===== src/rtl/dma_desc_sequencer.sv =====
// rtl/dma_desc_sequencer.sv - descriptor-driven DMA register programmer
// Per descriptor: SRC/DST/LEN/START single-beat writes, wait for done, one status word.
module dma_desc_sequencer #(
  parameter logic [43:0] REG_SRC        = 44'h000,
  parameter logic [43:0] REG_DST        = 44'h080,
  parameter logic [43:0] REG_LEN        = 44'h100,
  parameter logic [43:0] REG_START      = 44'h180,
  parameter logic [15:0] TIMEOUT_CYCLES = 16'd4096
) (
  input  logic         clk,
  input  logic         rst_bar,
  input  logic [103:0] desc_dat,
  input  logic         desc_vld,
  output logic         desc_rdy,
  output logic [43:0]  m_aw_dat,
  output logic         m_aw_vld,
  input  logic         m_aw_rdy,
  output logic [72:0]  m_w_dat,
  output logic         m_w_vld,
  input  logic         m_w_rdy,
  input  logic [5:0]   m_b_dat,
  input  logic         m_b_vld,
  output logic         m_b_rdy,
  input  logic         dma_done_dat,
  input  logic         dma_done_vld,
  output logic         dma_done_rdy,
  output logic [9:0]   stat_dat,
  output logic         stat_vld,
  input  logic         stat_rdy,
  output logic         busy
);

  typedef enum logic [2:0] {
    S_IDLE,
    S_AW,
    S_W,
    S_B,
    S_WAIT_DONE,
    S_REPORT
  } state_t;

  localparam logic [1:0] CODE_OK      = 2'd0;
  localparam logic [1:0] CODE_BRESP   = 2'd1;
  localparam logic [1:0] CODE_TIMEOUT = 2'd2;
  localparam logic [1:0] CODE_SKIP    = 2'd3;

  state_t      state_q, state_d;
  logic [1:0]  ri_q, ri_d;
  logic [15:0] cnt_q, cnt_d;
  logic [31:0] src_q, src_d;
  logic [31:0] dst_q, dst_d;
  logic [31:0] len_q, len_d;
  logic [7:0]  tag_q, tag_d;
  logic [1:0]  code_q, code_d;

  logic        desc_rdy_q;
  logic        m_aw_vld_q;
  logic [43:0] m_aw_dat_q;
  logic        m_w_vld_q;
  logic [72:0] m_w_dat_q;
  logic        m_b_rdy_q;
  logic        dma_done_rdy_q;
  logic        stat_vld_q;
  logic [9:0]  stat_dat_q;
  logic        busy_q;

  logic [43:0] addr_d;
  logic [31:0] wdata_d;

  logic desc_fire, aw_fire, w_fire, b_fire, done_fire, stat_fire, timeout_hit;

  logic unused_inputs;
  assign unused_inputs = ^{m_b_dat[5:2], dma_done_dat};

  // Handshakes are qualified by the registered ready/valid so no input reaches an output combinationally.
  assign desc_fire   = desc_rdy_q & desc_vld;
  assign aw_fire     = m_aw_vld_q & m_aw_rdy;
  assign w_fire      = m_w_vld_q & m_w_rdy;
  assign b_fire      = m_b_rdy_q & m_b_vld;
  assign done_fire   = dma_done_rdy_q & dma_done_vld;
  assign stat_fire   = stat_vld_q & stat_rdy;
  assign timeout_hit = (TIMEOUT_CYCLES != 16'd0) && (cnt_q == (TIMEOUT_CYCLES - 16'd1));

  always_comb begin
    state_d = state_q;
    ri_d    = ri_q;
    cnt_d   = cnt_q;
    src_d   = src_q;
    dst_d   = dst_q;
    len_d   = len_q;
    tag_d   = tag_q;
    code_d  = code_q;
    case (state_q)
      S_IDLE: begin
        if (desc_fire) begin
          src_d = desc_dat[31:0];
          dst_d = desc_dat[63:32];
          len_d = desc_dat[95:64];
          tag_d = desc_dat[103:96];
          ri_d  = 2'd0;
          if (desc_dat[95:64] == 32'd0) begin
            code_d  = CODE_SKIP;
            state_d = S_REPORT;
          end else begin
            state_d = S_AW;
          end
        end
      end
      S_AW: if (aw_fire) state_d = S_W;
      S_W:  if (w_fire)  state_d = S_B;
      S_B: begin
        if (b_fire) begin
          if (m_b_dat[1:0] != 2'b00) begin
            code_d  = CODE_BRESP;
            state_d = S_REPORT;
          end else if (ri_q != 2'd3) begin
            ri_d    = ri_q + 2'd1;
            state_d = S_AW;
          end else begin
            cnt_d   = 16'd0;
            state_d = S_WAIT_DONE;
          end
        end
      end
      S_WAIT_DONE: begin
        // A done arriving on the timeout cycle still counts as success.
        if (done_fire) begin
          code_d  = CODE_OK;
          state_d = S_REPORT;
        end else if (timeout_hit) begin
          code_d  = CODE_TIMEOUT;
          state_d = S_REPORT;
        end else if (cnt_q != 16'hFFFF) begin
          cnt_d = cnt_q + 16'd1;
        end
      end
      S_REPORT: if (stat_fire) state_d = S_IDLE;
      default:  state_d = S_IDLE;
    endcase
  end

  always_comb begin
    addr_d  = REG_START;
    wdata_d = 32'h1;
    case (ri_d)
      2'd0: begin addr_d = REG_SRC; wdata_d = src_d; end
      2'd1: begin addr_d = REG_DST; wdata_d = dst_d; end
      2'd2: begin addr_d = REG_LEN; wdata_d = len_d; end
      default: begin addr_d = REG_START; wdata_d = 32'h1; end
    endcase
  end

  always_ff @(posedge clk or negedge rst_bar) begin
    if (!rst_bar) begin
      state_q        <= S_IDLE;
      ri_q           <= 2'd0;
      cnt_q          <= 16'd0;
      src_q          <= 32'd0;
      dst_q          <= 32'd0;
      len_q          <= 32'd0;
      tag_q          <= 8'd0;
      code_q         <= 2'd0;
      desc_rdy_q     <= 1'b0;
      m_aw_vld_q     <= 1'b0;
      m_aw_dat_q     <= 44'd0;
      m_w_vld_q      <= 1'b0;
      m_w_dat_q      <= 73'd0;
      m_b_rdy_q      <= 1'b0;
      dma_done_rdy_q <= 1'b0;
      stat_vld_q     <= 1'b0;
      stat_dat_q     <= 10'd0;
      busy_q         <= 1'b0;
    end else begin
      state_q        <= state_d;
      ri_q           <= ri_d;
      cnt_q          <= cnt_d;
      src_q          <= src_d;
      dst_q          <= dst_d;
      len_q          <= len_d;
      tag_q          <= tag_d;
      code_q         <= code_d;
      desc_rdy_q     <= (state_d == S_IDLE);
      m_aw_vld_q     <= (state_d == S_AW);
      m_aw_dat_q     <= addr_d;
      m_w_vld_q      <= (state_d == S_W);
      m_w_dat_q      <= {8'h00, 1'b1, 32'h0, wdata_d};
      m_b_rdy_q      <= (state_d == S_B);
      dma_done_rdy_q <= (state_d == S_WAIT_DONE);
      stat_vld_q     <= (state_d == S_REPORT);
      stat_dat_q     <= {code_d, tag_d};
      busy_q         <= (state_d != S_IDLE);
    end
  end

  assign desc_rdy     = desc_rdy_q;
  assign m_aw_vld     = m_aw_vld_q;
  assign m_aw_dat     = m_aw_dat_q;
  assign m_w_vld      = m_w_vld_q;
  assign m_w_dat      = m_w_dat_q;
  assign m_b_rdy      = m_b_rdy_q;
  assign dma_done_rdy = dma_done_rdy_q;
  assign stat_vld     = stat_vld_q;
  assign stat_dat     = stat_dat_q;
  assign busy         = busy_q;

endmodule

===== config.mk =====
export PLATFORM = sky130hd
export DESIGN_NAME = dma_desc_sequencer
export DESIGN_NICKNAME = d
export VERILOG_FILES = /design/src/rtl/dma_desc_sequencer.sv
export SDC_FILE = /design/constraint.sdc
export NUM_CORES = 1
export LEC_CHECK = 0
export CORE_MARGIN = 5
export CORE_UTILIZATION = 68
export DETAILED_ROUTE_END_ITERATION = 7
export DONT_BUFFER_PORTS = 1
export GPL_TIMING_DRIVEN = 0
export PLACE_DENSITY_LB_ADDON = 0.15
export REMOVE_ABC_BUFFERS = 1
export SKIP_CTS_REPAIR_TIMING = 1
export SLEW_MARGIN = 40
export SYNTH_ARGS = -nofsm -noshare
export SYNTH_HDL_FRONTEND = slang
export SYNTH_SLANG_ARGS = --single-unit

===== constraint.sdc =====
create_clock -name clk -period 5.45 [get_ports clk]
set_clock_uncertainty 0.2 [all_clocks]
set_input_delay 1.635 -clock clk [delete_from_list [all_inputs] [get_ports clk]]
set_output_delay 1.635 -clock clk [all_outputs]
set_load 0.03 [all_outputs]

Yosys cells after proc, flatten, opt, wreduce, memory -nomap -nowiden
Cells that the tools add are included.

Add/subtract/negate cells: 2. Multiply operators: 0. Divide/modulo/power cells: 0. $lt $le $gt $ge: 0. Equal/unequal tests: 21. Shift operators: 0. Multiplexer cells: 40. Bitwise gates (word level): 6. Reduce and logical (&&, ||, !) cells: 8.

Operators with widths (count): 32-bit 2-to-1 mux (6); 16-bit 2-to-1 mux (6); 32-bit case mux with 3 select lines (1); 32-bit zero test (1); 16-bit case mux with 2 select lines (1); 3-bit 2-to-1 mux (10); 9-bit case mux with 3 select lines (1); 2-bit 2-to-1 mux (10); 3-bit case mux with 6 select lines (1); 16-bit by 1-bit adder with 16-bit output, second input constant (1); 16-bit by 12-bit equality test with 1-bit output, second input constant (1); 8-bit 2-to-1 mux (2); 16-bit inequality test, second input constant (1); 2-bit inequality test, second input constant (7); 3-bit by 2-bit equality test with 1-bit output, second input constant (4); 3-bit equality test, second input constant (4); 7-bit AND reduction (1); 1-bit AND (6); 3-bit by 1-bit equality test with 1-bit output, second input constant (2); 3-bit zero test (2); 2-bit case mux with 3 select lines (1); 2-bit case mux with 2 select lines (1); 2-bit nonzero test (2); 3-bit nonzero test (1); other kinds (4) (4).

Bits in registers: 221. Bits in latches: 0. RAM bits: 0. ROM bits: 0. Output and inout bits: 134. Memories: 0.

Logic depth before layout (Yosys ltp)
Depth in word-level cells: 7. Mapped depth: 8. Depth with buffers taken out: 7.

Worst setup path after synthesis
No wires, ideal clock.

Path type: input-to-reg. Start point: in m_b_dat[1]. End point: reg cnt_q[2]. Setup time: 0.078 ns. Arrival: 3.218 ns. Slack: 1.954 ns. Stages: 6. Path through: or2_2 -> o31ai_4 -> o211ai_1 -> buf_2 -> or4_1 -> a21oi_1.

Longest elaborated chain between the ends: 3.

Ends and longest elaborated chain: from (decl) (line 21) `input logic [5:0] m_b_dat,`; 2-bit nonzero test (line 113) `if (m_b_dat[1:0] != 2'b00) begin`; 2-bit inequality test (no line); 7-bit AND reduction (no line); to (signal assigned) (line 176) `cnt_q <= cnt_d;`; to (decl) (line 49) `logic [15:0] cnt_q, cnt_d;`.

Every way passes these cells. A chain may end at the register's enable or synchronous reset.

Worst setup path after layout
Start point: in desc_vld. End point: reg m_w_dat_q[0], in the netlist m_w_dat[0].

Longest elaborated chain between the ends: 5. Elaborated cells between the ends (all ways): 13. Classes of those cells: eq/ne (2); mux (9); bitwise (1); reduce/logical (1).

Ends and longest elaborated chain: from (decl) (line 13) `input logic desc_vld,`; 1-bit AND (*) (line 76) `assign desc_fire = desc_rdy_q & desc_vld;`; 2-bit 2-to-1 mux (line 95) `if (desc_fire) begin`; 2-bit case mux with 2 select lines (line 93) `case (state_q)`; 2-bit equality test (tied with other cells) (line 145) `case (ri_d)`; 32-bit case mux with 3 select lines (*) (line 145); net wdata_d[0] (line 68) `logic [31:0] wdata_d;`; to (signal assigned) (line 186) `m_w_dat_q <= {8'h00, 1'b1, 32'h0, wdata_d};`; to (decl) (line 60) `logic [72:0] m_w_dat_q;`.

Mark *: on every way through the listed nets, which the timed path passes. The rest lies on a longest branch.

==> results.md <==
- Crit. End Element: register
- Via density: 5.78
- Yosys top cell area share: between 50% and 60%
- Core region area: 11300 um^2
- RSZ-0062 raised after global routing: false
- Initial drt markers: about 300
- Vias in the first global route: 4853
- Most frequent cells in the layout: 168 x dfrtp_1, 96 x mux2_2, 83 x conb_1
- Pwr/cell area: 583 nW/um^2
- Total grt overflow: 0
- Hold Path Sink: dst_q[0]
- Die Wd: 117 um
- Synth Area per Inst: 11.8 um^2
- Clock Tree Root: clkbuf_16
- Max IR drop VDD: 0.335 mV
- YS warnings: 0
- Top cells by area, synth: dfrtp_1 54%, mux2_2 14%, buf_4 8.3%
- Post-layout min period: 3650 ps
- GPL Wtd Cong: 0.860
- FF-to-FF setup slack: 2400 ps
- Final setup vio count: 0
- DRC Markers: 0
- Bufs on Longest Clock Path: 2
- Vias: 4782
- F_max: 274 MHz
- Final period utilization: 66.9%
- Initial core utilization: 68.9%
- Clock Sink Count: approximately 170
- Fillers: 791
- TritonCTS clock tree: yes
- Hold depth: 2
- Max-cap violations: 0
- Arrival @ worst endpoint: 3750 ps
- Worst-margin pin slew: approximately 660 ps
- Clk_lat worst skew: 420 ps
- WP data required: between 5000 and 6000 ps
- Worst reg2reg path depth: 6
- Crit Path Class: input pin to register
- Cells after Synth: about 660
- Hold WC Path Type: register to register
- R2r startpoint: state_q[0]
- Hold Crit Start: dst_q[0]
- R2R Path End: m_w_dat[0]
- Cts bufs inserted: 17
- Kind of start point of the critical path: input pin
- Total wire length: 16.3 mm
- Cell variety after synth: 50
- DR pass1 iterations: 4
- DP HPWL: about 12 mm
- Cell taking the most area after synthesis: dfrtp_1
- Slew headroom: a little under three fifths
- Die area: 13700 um^2
- Total Nets Final: 791
- Post-Syn Area: 7800 um^2
- Pleak: 3.83 nW
- Global-route wire length before repair: around 25 mm
- Die height: ~120 um
- Tot GR Track Use: 23.8%
- Final hold slack: ~280 ps
- Synth-to-layout area growth: 7.02%
- #FFs+latches synth: roughly 170
- Most common cell after layout, fill and taps aside: dfrtp_1
- Post-route antenna net violation count: 0
- Final Max Tran Viols: 0
- # IOs: 253
- Final Power: just under 5 mW
- Reg clk slew, reported paths: 60 ps
- Status: complete, no violations
- Hold Vio Cnt, Final: 0
- Row count: 39
- Post-synthesis sequential area ratio: roughly 54%
- IO Port Bufs: 0
- Max FO, Critical Path: 13
- Largest net degree at the start of global routing: 169
- Layout cell share with drive strength beyond 1: a little under a quarter
- Initial antenna violation count: 4
- Routed length per instance: 19.7 um
- H-tree depth: 4
==> registers in the layout (all words and copies together) (netlist names) <==
name,cells
busy,1
cnt_q,16
code_q,1
desc_rdy,1
dma_done_rdy,1
dst_q,32
len_q,32
m_aw_dat,2
m_aw_vld,1
m_b_rdy,1
m_w_dat,33
m_w_vld,1
ri_q,1
src_q,32
stat_dat,9
stat_vld,1
state_q,3
==> stage by stage <==
step                      setup TNS (ps)  util [%]  std cells  instance area [um^2]  worst slack, ps
after global routing                   0      73.8        827                  8350             1720
after global placement          -1066080      66.0        768                  7480           -14330
after floorplan                  -526100         -        625                  7300            -6770
after detailed placement               0      68.3        795                  7730             1380
after CTS                              0      73.7        826                  8340             1820
final                                  0      73.8        827                  8350             1800
==> worst max-delay path by stage <==
| stage | startpoint | endpoint | slack, ps |
|---|---|---|---|
| after floorplan | desc_vld | m_w_dat[2] | -6770 |
| after detailed placement | desc_vld | m_w_dat[0] | 1380 |
| after CTS | desc_vld | m_w_dat[0] | 1820 |
| after global placement | desc_vld | m_w_dat[4] | -14330 |
| final | desc_vld | m_w_dat[0] | 1800 |
| after global routing | desc_vld | m_w_dat[10] | 1720 |
==> power breakdown <==
group / total [mW] / leakage (nW) / internal [mW] / switching (mW)
sequential: 2.37 / 2.07 / 1.79 / 0.579
combinational: 1.27 / 1.48 / 0.606 / 0.665
clock: 1.23 / 0.285 / 0.758 / 0.473
total: 4.87 / 3.83 / 3.15 / 1.72
==> kinds of logic (layout without fill, tap and decap cells) <==
logic type      Yosys count  in the layout  synth area share (%)
fa+ha+maj                 1              1                 0.160
buf+inv                 127             67                  10.8
compound gates           84             84                  7.01
simple gates            151            151                  9.96
other cells               2             84                0.0963
flops                   168            168                  53.9
mux                     129            129                  18.1
==> routing by layer <==
metal	vias up	global-route usage [%]	part of all wire [%]
met1	2346	27.7	36
li1	2190	-	-
met2	202	39.3	51
met5	-	0	0.27
met3	38	9.72	10
met4	6	10.2	2.4
==> Yosys cell counts (all sizes together) <==
| cell type | count |
|---|---|
| a2111oi | 1 |
| a21o | 1 |
| a21oi | 17 |
| a22oi | 1 |
| a2bb2oi | 1 |
| a311o | 1 |
| a31oi | 4 |
| and2 | 4 |
| and3 | 1 |
| and3b | 1 |
| and4 | 2 |
| buf | 103 |
| clkbuf | 15 |
| conb | 2 |
| dfrtp | 168 |
| ha | 1 |
| inv | 9 |
| mux2 | 96 |
| mux2i | 33 |
| nand2 | 49 |
| nand2b | 2 |
| nand3 | 37 |
| nand3b | 2 |
| nand4 | 7 |
| nand4b | 1 |
| nor2 | 11 |
| nor3 | 6 |
| nor3b | 1 |
| nor4 | 14 |
| o2111ai | 1 |
| o211a | 1 |
| o211ai | 1 |
| o21a | 2 |
| o21ai | 36 |
| o22a | 1 |
| o31a | 1 |
| o31ai | 13 |
| o41ai | 2 |
| or2 | 2 |
| or3 | 1 |
| or4 | 10 |
==> critical path, cell delays in order <==
cell,delay (ps)
nand2_1,70
or4_4,560
a22oi_2,510
buf_4,290
buf_6,160
mux2_2,340
o22a_1,170
==> area by class of cell <==
type | count | area (um^2) | share of cell area [%]
diodes | 1 | 2.50 | 0.0300
clock buffers | 22 | 474 | 5.68
clock inverters | 9 | 138 | 1.65
inverters | 9 | 33.8 | 0.405
multi-input cells | 448 | 3090 | 37.0
flip-flops and latches | 168 | 4200 | 50.3
well taps | 143 | 179 | 2.14
repair buffers | 27 | 226 | 2.71
(Power assumes the default switching activity.)
